`src/rtl/fpu_mul_arbiter.sv`:
```
// Round-robin sequencer that shares one fixed-latency IEEE-754 multiplier among
// NREQ requesters: it times the start pulse and latency window and returns the product.
module fpu_mul_arbiter #(
  parameter int NREQ         = 4,
  parameter int START_CYCLES = 5,
  parameter int MUL_LATENCY  = 30,
  localparam int GW          = $clog2(NREQ)
) (
  input  logic               clk,
  input  logic               rstn,
  input  logic [NREQ-1:0]    req_valid,
  input  logic [NREQ*32-1:0] req_a,
  input  logic [NREQ*32-1:0] req_b,
  output logic [NREQ-1:0]    req_ready,
  output logic [NREQ-1:0]    rsp_valid,
  input  logic [NREQ-1:0]    rsp_ready,
  output logic [31:0]        rsp_result,
  output logic [31:0]        mul_number1,
  output logic [31:0]        mul_number2,
  output logic               mul_start,
  input  logic [31:0]        mul_result,
  output logic               busy,
  output logic [GW-1:0]      grant_id
);

  typedef enum logic [1:0] {IDLE, START, WAIT, RESP} state_t;

  localparam int CMAX = (START_CYCLES > MUL_LATENCY) ? START_CYCLES : MUL_LATENCY;
  localparam int CW   = $clog2(CMAX + 1);

  state_t        state, state_nx;
  logic [CW-1:0] cnt;
  logic [GW-1:0] last_grant;
  logic [GW-1:0] sel;
  logic          sel_valid;
  logic          accept;
  logic          start_done;
  logic          wait_done;
  logic          resp_done;
  logic [31:0]   a_arr [NREQ];
  logic [31:0]   b_arr [NREQ];

  always_comb begin
    for (int i = 0; i < NREQ; i++) begin
      a_arr[i] = req_a[32*i +: 32];
      b_arr[i] = req_b[32*i +: 32];
    end
  end

  // Round robin: first valid requester after the most recent grant wins.
  always_comb begin
    logic [GW-1:0] idx;
    // NOTE: every combinational output gets a default first so no path leaves it unassigned (no latch).
    sel_valid = 1'b0;
    sel       = '0;
    idx       = '0;
    for (int k = 1; k <= NREQ; k++) begin
      idx = GW'((int'(last_grant) + k) % NREQ);
      if (!sel_valid && req_valid[idx]) begin
        sel_valid = 1'b1;
        sel       = idx;
      end
    end
  end

  // Reset is folded in so no accept strobe is shown while reset is held.
  assign accept     = (state == IDLE) && sel_valid && !rstn;
  assign start_done = (state == START) && (cnt == CW'(START_CYCLES - 1));
  assign wait_done  = (state == WAIT)  && (cnt == CW'(MUL_LATENCY - 1));
  assign resp_done  = (state == RESP)  && rsp_ready[grant_id];

  always_ff @(posedge clk or posedge rstn) begin
    // NOTE: sequential state uses non-blocking assignments so every flop samples pre-edge values.
    if (rstn) state <= IDLE;
    else      state <= state_nx;
  end

  always_comb begin
    state_nx  = state;
    req_ready = '0;
    rsp_valid = '0;
    mul_start = 1'b0;
    busy      = (state != IDLE);
    case (state)
      IDLE: begin
        if (accept) begin
          req_ready[sel] = 1'b1;
          state_nx       = START;
        end
      end
      START: begin
        mul_start = 1'b1;
        if (start_done) state_nx = WAIT;
      end
      WAIT: begin
        if (wait_done) state_nx = RESP;
      end
      RESP: begin
        rsp_valid[grant_id] = 1'b1;
        if (resp_done) state_nx = IDLE;
      end
      default: state_nx = IDLE;
    endcase
  end

  always_ff @(posedge clk or posedge rstn) begin
    if (rstn) begin
      cnt         <= '0;
      last_grant  <= GW'(NREQ - 1);
      grant_id    <= '0;
      mul_number1 <= '0;
      mul_number2 <= '0;
      rsp_result  <= '0;
    end else begin
      if ((state == START && !start_done) || (state == WAIT && !wait_done))
        cnt <= cnt + CW'(1);
      else
        cnt <= '0;
      // Operands are captured once and held until the next accept.
      if (accept) begin
        mul_number1 <= a_arr[sel];
        mul_number2 <= b_arr[sel];
        grant_id    <= sel;
      end
      if (wait_done) rsp_result <= mul_result;
      if (resp_done) last_grant <= grant_id;
    end
  end

endmodule

```
`config.mk`:
```
export PLATFORM = sky130hd
export DESIGN_NAME = fpu_mul_arbiter
export DESIGN_NICKNAME = d
export VERILOG_FILES = /design/src/rtl/fpu_mul_arbiter.sv
export SDC_FILE = /design/constraint.sdc
export NUM_CORES = 1
export LEC_CHECK = 0
export ABC_AREA = 1
export BUFFER_PORTS_ARGS = -buffer_cell sky130_fd_sc_hd__buf_2
export CORE_AREA = 2 2 158 160
export CTS_CLUSTER_DIAMETER = 200
export DETAILED_ROUTE_END_ITERATION = 6
export DIE_AREA = 0 0 160 162
export PLACE_DENSITY = 0.66
export SKIP_CTS_REPAIR_TIMING = 1
export SYNTH_ARGS = -nofsm -noshare
export SYNTH_HDL_FRONTEND = slang
export SYNTH_SLANG_ARGS = --single-unit
```
`constraint.sdc`:
```
create_clock -name clk -period 4.4 [get_ports clk]
set_clock_uncertainty 0.1 [all_clocks]
set_input_delay 0 -clock clk [delete_from_list [all_inputs] [get_ports clk]]
set_output_delay 0 -clock clk [all_outputs]
set_load 0.05 [all_outputs]
```
==> flow_summary.json <==
{
  "outcome": "complete, but fails checks",
  "failed_checks": "design-rule violations, negative hold slack",
  "rsz0062_at_grt": "no",
  "drv_slew": 0,
  "r2r_slack_ns": 0.32,
  "synth_top_area_cell": "dfrtp_1",
  "fp.dieH_um": 162,
  "cts_buffer_depth": 2,
  "ant_nets": 0,
  "yosys_warnings": 0,
  "finalSetupViolCount": 0,
  "leakagePower_nw": 6.45,
  "ys_seq_elements": 107,
  "final_common_cell": "nand2_1",
  "clkSinkCount": 107,
  "slowest_stage": "dfstp_2",
  "clockRootBuffer": "clkbuf_16",
  "p_per_area_nw_per_um2": 774,
  "clock_latency_ns": 0.35,
  "grt-ovfl-total": 0,
  "drive_gt1_share_pct": 30.0,
  "avgSynthCellArea_sq_um": 6.45,
  "arrival_ns": 4.28,
  "start_util_pct": 29.6,
  "routabilityCongestion": 0.833,
  "synth-compound-area-share_pct": 1.30,
  "synth_xor_area_share_pct": 0.368,
  "antenna_found_initial": 1,
  "tightest_slew_ns": 1.25,
  "finalCritPeriodShare_pct": 92.8,
  "drcViolationCount": 8,
  "die-width_um": 160,
  "synthSimpleGateAreaFrac_pct": 47.5,
  "synth_edf_count": 0,
  "crit_path_end_kind": "flop",
  "h-tree-depth": 3,
  "crit_fanout": 56,
  "fp-row-count": 57,
  "post_drt_wl_per_cell_um": 14.6,
  "min_path_type": "primary input to flop",
  "synthAdderAreaFrac_pct": 1.23,
  "ir_drop_mv": 0.357,
  "critical_path.cell_chain": "inv_1, nand2_1, nand2_1, nand2_1, nand2_2, a21oi_4, nand3_4, nand2_4, nand2_1, nand2_1, dlygate4sd3_1, nand2_1, nand2_1, dlygate4sd3_1, nand2_1, nand2_1",
  "coreArea_sq_um": 24100,
  "r2r_end": "mul_number2[8]",
  "mostFrequentLayoutCells": "687 x nand2_1, 405 x buf_2, 138 x nand3_1",
  "whs_ns": -0.0919,
  "hpwl_um": 19400,
  "clkTransAtPathRegs_ns": 0.08,
  "grt_pass1_vias": 7735,
  "reg2reg_depth": 16,
  "ys_seq_area_share_pct": 37.6,
  "cts_tree": "done",
  "drtIter0Drc": 635,
  "yosys_most_used_dff": "dfrtp_1",
  "io_buffer_count": 405,
  "hold_path_end": "mul_number2[10]",
  "synth_top_area_share_pct": 36.8,
  "ys_types": 28,
  "cap_viol_max_count": 0,
  "crit_required_ns": 4.60,
  "max_slew_margin_pct": 16.6,
  "fin_tns_setup_ns": 0,
  "fin_crit_ns": 4.08,
  "grt_usage_pct": 19.2,
  "drt-pass1-iter-count": 7,
  "grt_max_degree": 77,
  "vias": 8965,
  "hold_viol": 42,
  "path_class": "flop to flop",
  "hold_path_depth": 7,
  "syn_nets": 1411,
  "numCtsBuffers": 9,
  "via_per_inst": 4.65,
  "dieArea_sq_um": 25900,
  "fin_nets": 1902,
  "cp_common_cell": "nand2_1",
  "ys_async_sr_fraction_pct": 100,
  "synthCells": 1106,
  "ios": 406,
  "slowest_delay_ns": 0.62,
  "synthMuxAreaShare_pct": 5.05,
  "reg2reg_from": "last_grant[0]",
  "route.final.wire_length_um": 28200,
  "diodes": 0,
  "synth_top_family_by_area": "simple AND/OR/NAND/NOR gates",
  "min_from": "req_b[74]",
  "synth.area.top_cells": "dfrtp_1 37%, nand2_1 36%, nand3_1 9.7%",
  "fin_area_sq_um": 10900,
  "netlist_area_sq_um": 7140,
  "synthToLayoutAreaGrowth_pct": 53.1,
  "placed_area_sq_um": 9290,
  "max_clock_freq_ghz": 0.245,
  "grt_pass1_wl_um": 40000,
  "cp-start-kind": "flop"
}
-- through the flow --
stage	utilization, %	total power, mW	setup WS [ns]	hold slack (ns)	cells
final	45.3	8.46	0.316	-0.0919	1926
after global routing	45.3	9.30	0.00187	0.0000751	1926
after CTS	39.7	8.04	0.682	-0.314	1791
after detailed placement	38.5	7.19	0.870	0.0778	1775
after global placement	38.5	7.15	0.939	0.0680	1775
after floorplan	-	6.04	0.343	0.0505	1106
-- how the worst max path moves through the flow --
| stage | startpoint | endpoint | slack [ns] |
|---|---|---|---|
| after floorplan | rstn | req_ready[1] | 0.34 |
| after global placement | last_grant[0] | mul_number1[15] | 0.94 |
| after detailed placement | last_grant[0] | mul_number1[15] | 0.87 |
| after CTS | last_grant[0] | req_ready[0] | 0.68 |
| after global routing | last_grant[0] | mul_number1[5] | 0.002 |
| final | last_grant[0] | mul_number2[8] | 0.32 |
-- worst max-delay path: cells and delay by family, from the launching register on --
family	cells	cell delay, ns
AO/OA/AOI/OAI	1	0.16
buffers and inverters	3	1.23
AND/OR/NAND/NOR	12	1.88
flip-flops	1	0.62
-- final cells by class --
type                            count  area, sq um
Clock buffer                       10          229
Fill cell                        2466        13200
Multi-Input combinational cell    905         3990
Clock inverter                      6         57.6
Timing Repair Buffer              554         3480
Sequential cell                   107         2680
Inverter                           20         77.6
Tap cell                          324          405
-- synthesized netlist by cell type, types with 2 or more instances --
master and n:
nand2_1 689, nand3_1 138, dfrtp_1 105, buf_2 41, mux2_2 32, inv_1 19, buf_6 9, clkbuf_1 9
nor2_1 9, o21ai_0 9, buf_4 8, buf_1 7, ha_1 7, nor3_1 5, a21oi_1 2, dfstp_2 2
nand2_2 2, nand3_2 2, xor2_1 2
-- kinds of logic (layout without fill, tap and decap cells) --
| family | after synthesis | in the layout |
|---|---|---|
| AO/OA/AOI/OAI | 15 | 15 |
| AND/OR/NAND/NOR | 848 | 848 |
| buffers and inverters | 94 | 590 |
| flip-flops | 107 | 107 |
| XOR/XNOR | 3 | 3 |
| multiplexers | 32 | 32 |
| adder cells (fa/ha/maj) | 7 | 7 |
-- sequential cells by signal, summed over array words and instances (netlist names) --
| name | cells |
|---|---|
| cnt | 5 |
| grant_id | 2 |
| last_grant | 2 |
| mul_number1 | 32 |
| mul_number2 | 32 |
| rsp_result | 32 |
| state | 2 |
-- routing by layer --
layer,vias up,wire (um),track usage (%)
met3,33,1870,4.24
li1,4425,-,-
met2,404,14300,34.5
met4,2,427,4.34
met5,-,13,0
met1,4101,11600,23.5
-- power by group --
| group | internal, mW | switching [mW] |
|---|---|---|
| Combinational | 1.92 | 4.24 |
| Clock | 0.399 | 0.409 |
| Sequential | 1.29 | 0.201 |
| Total | 3.61 | 4.85 |
No activity file was read; power rests on OpenSTA's default activity.
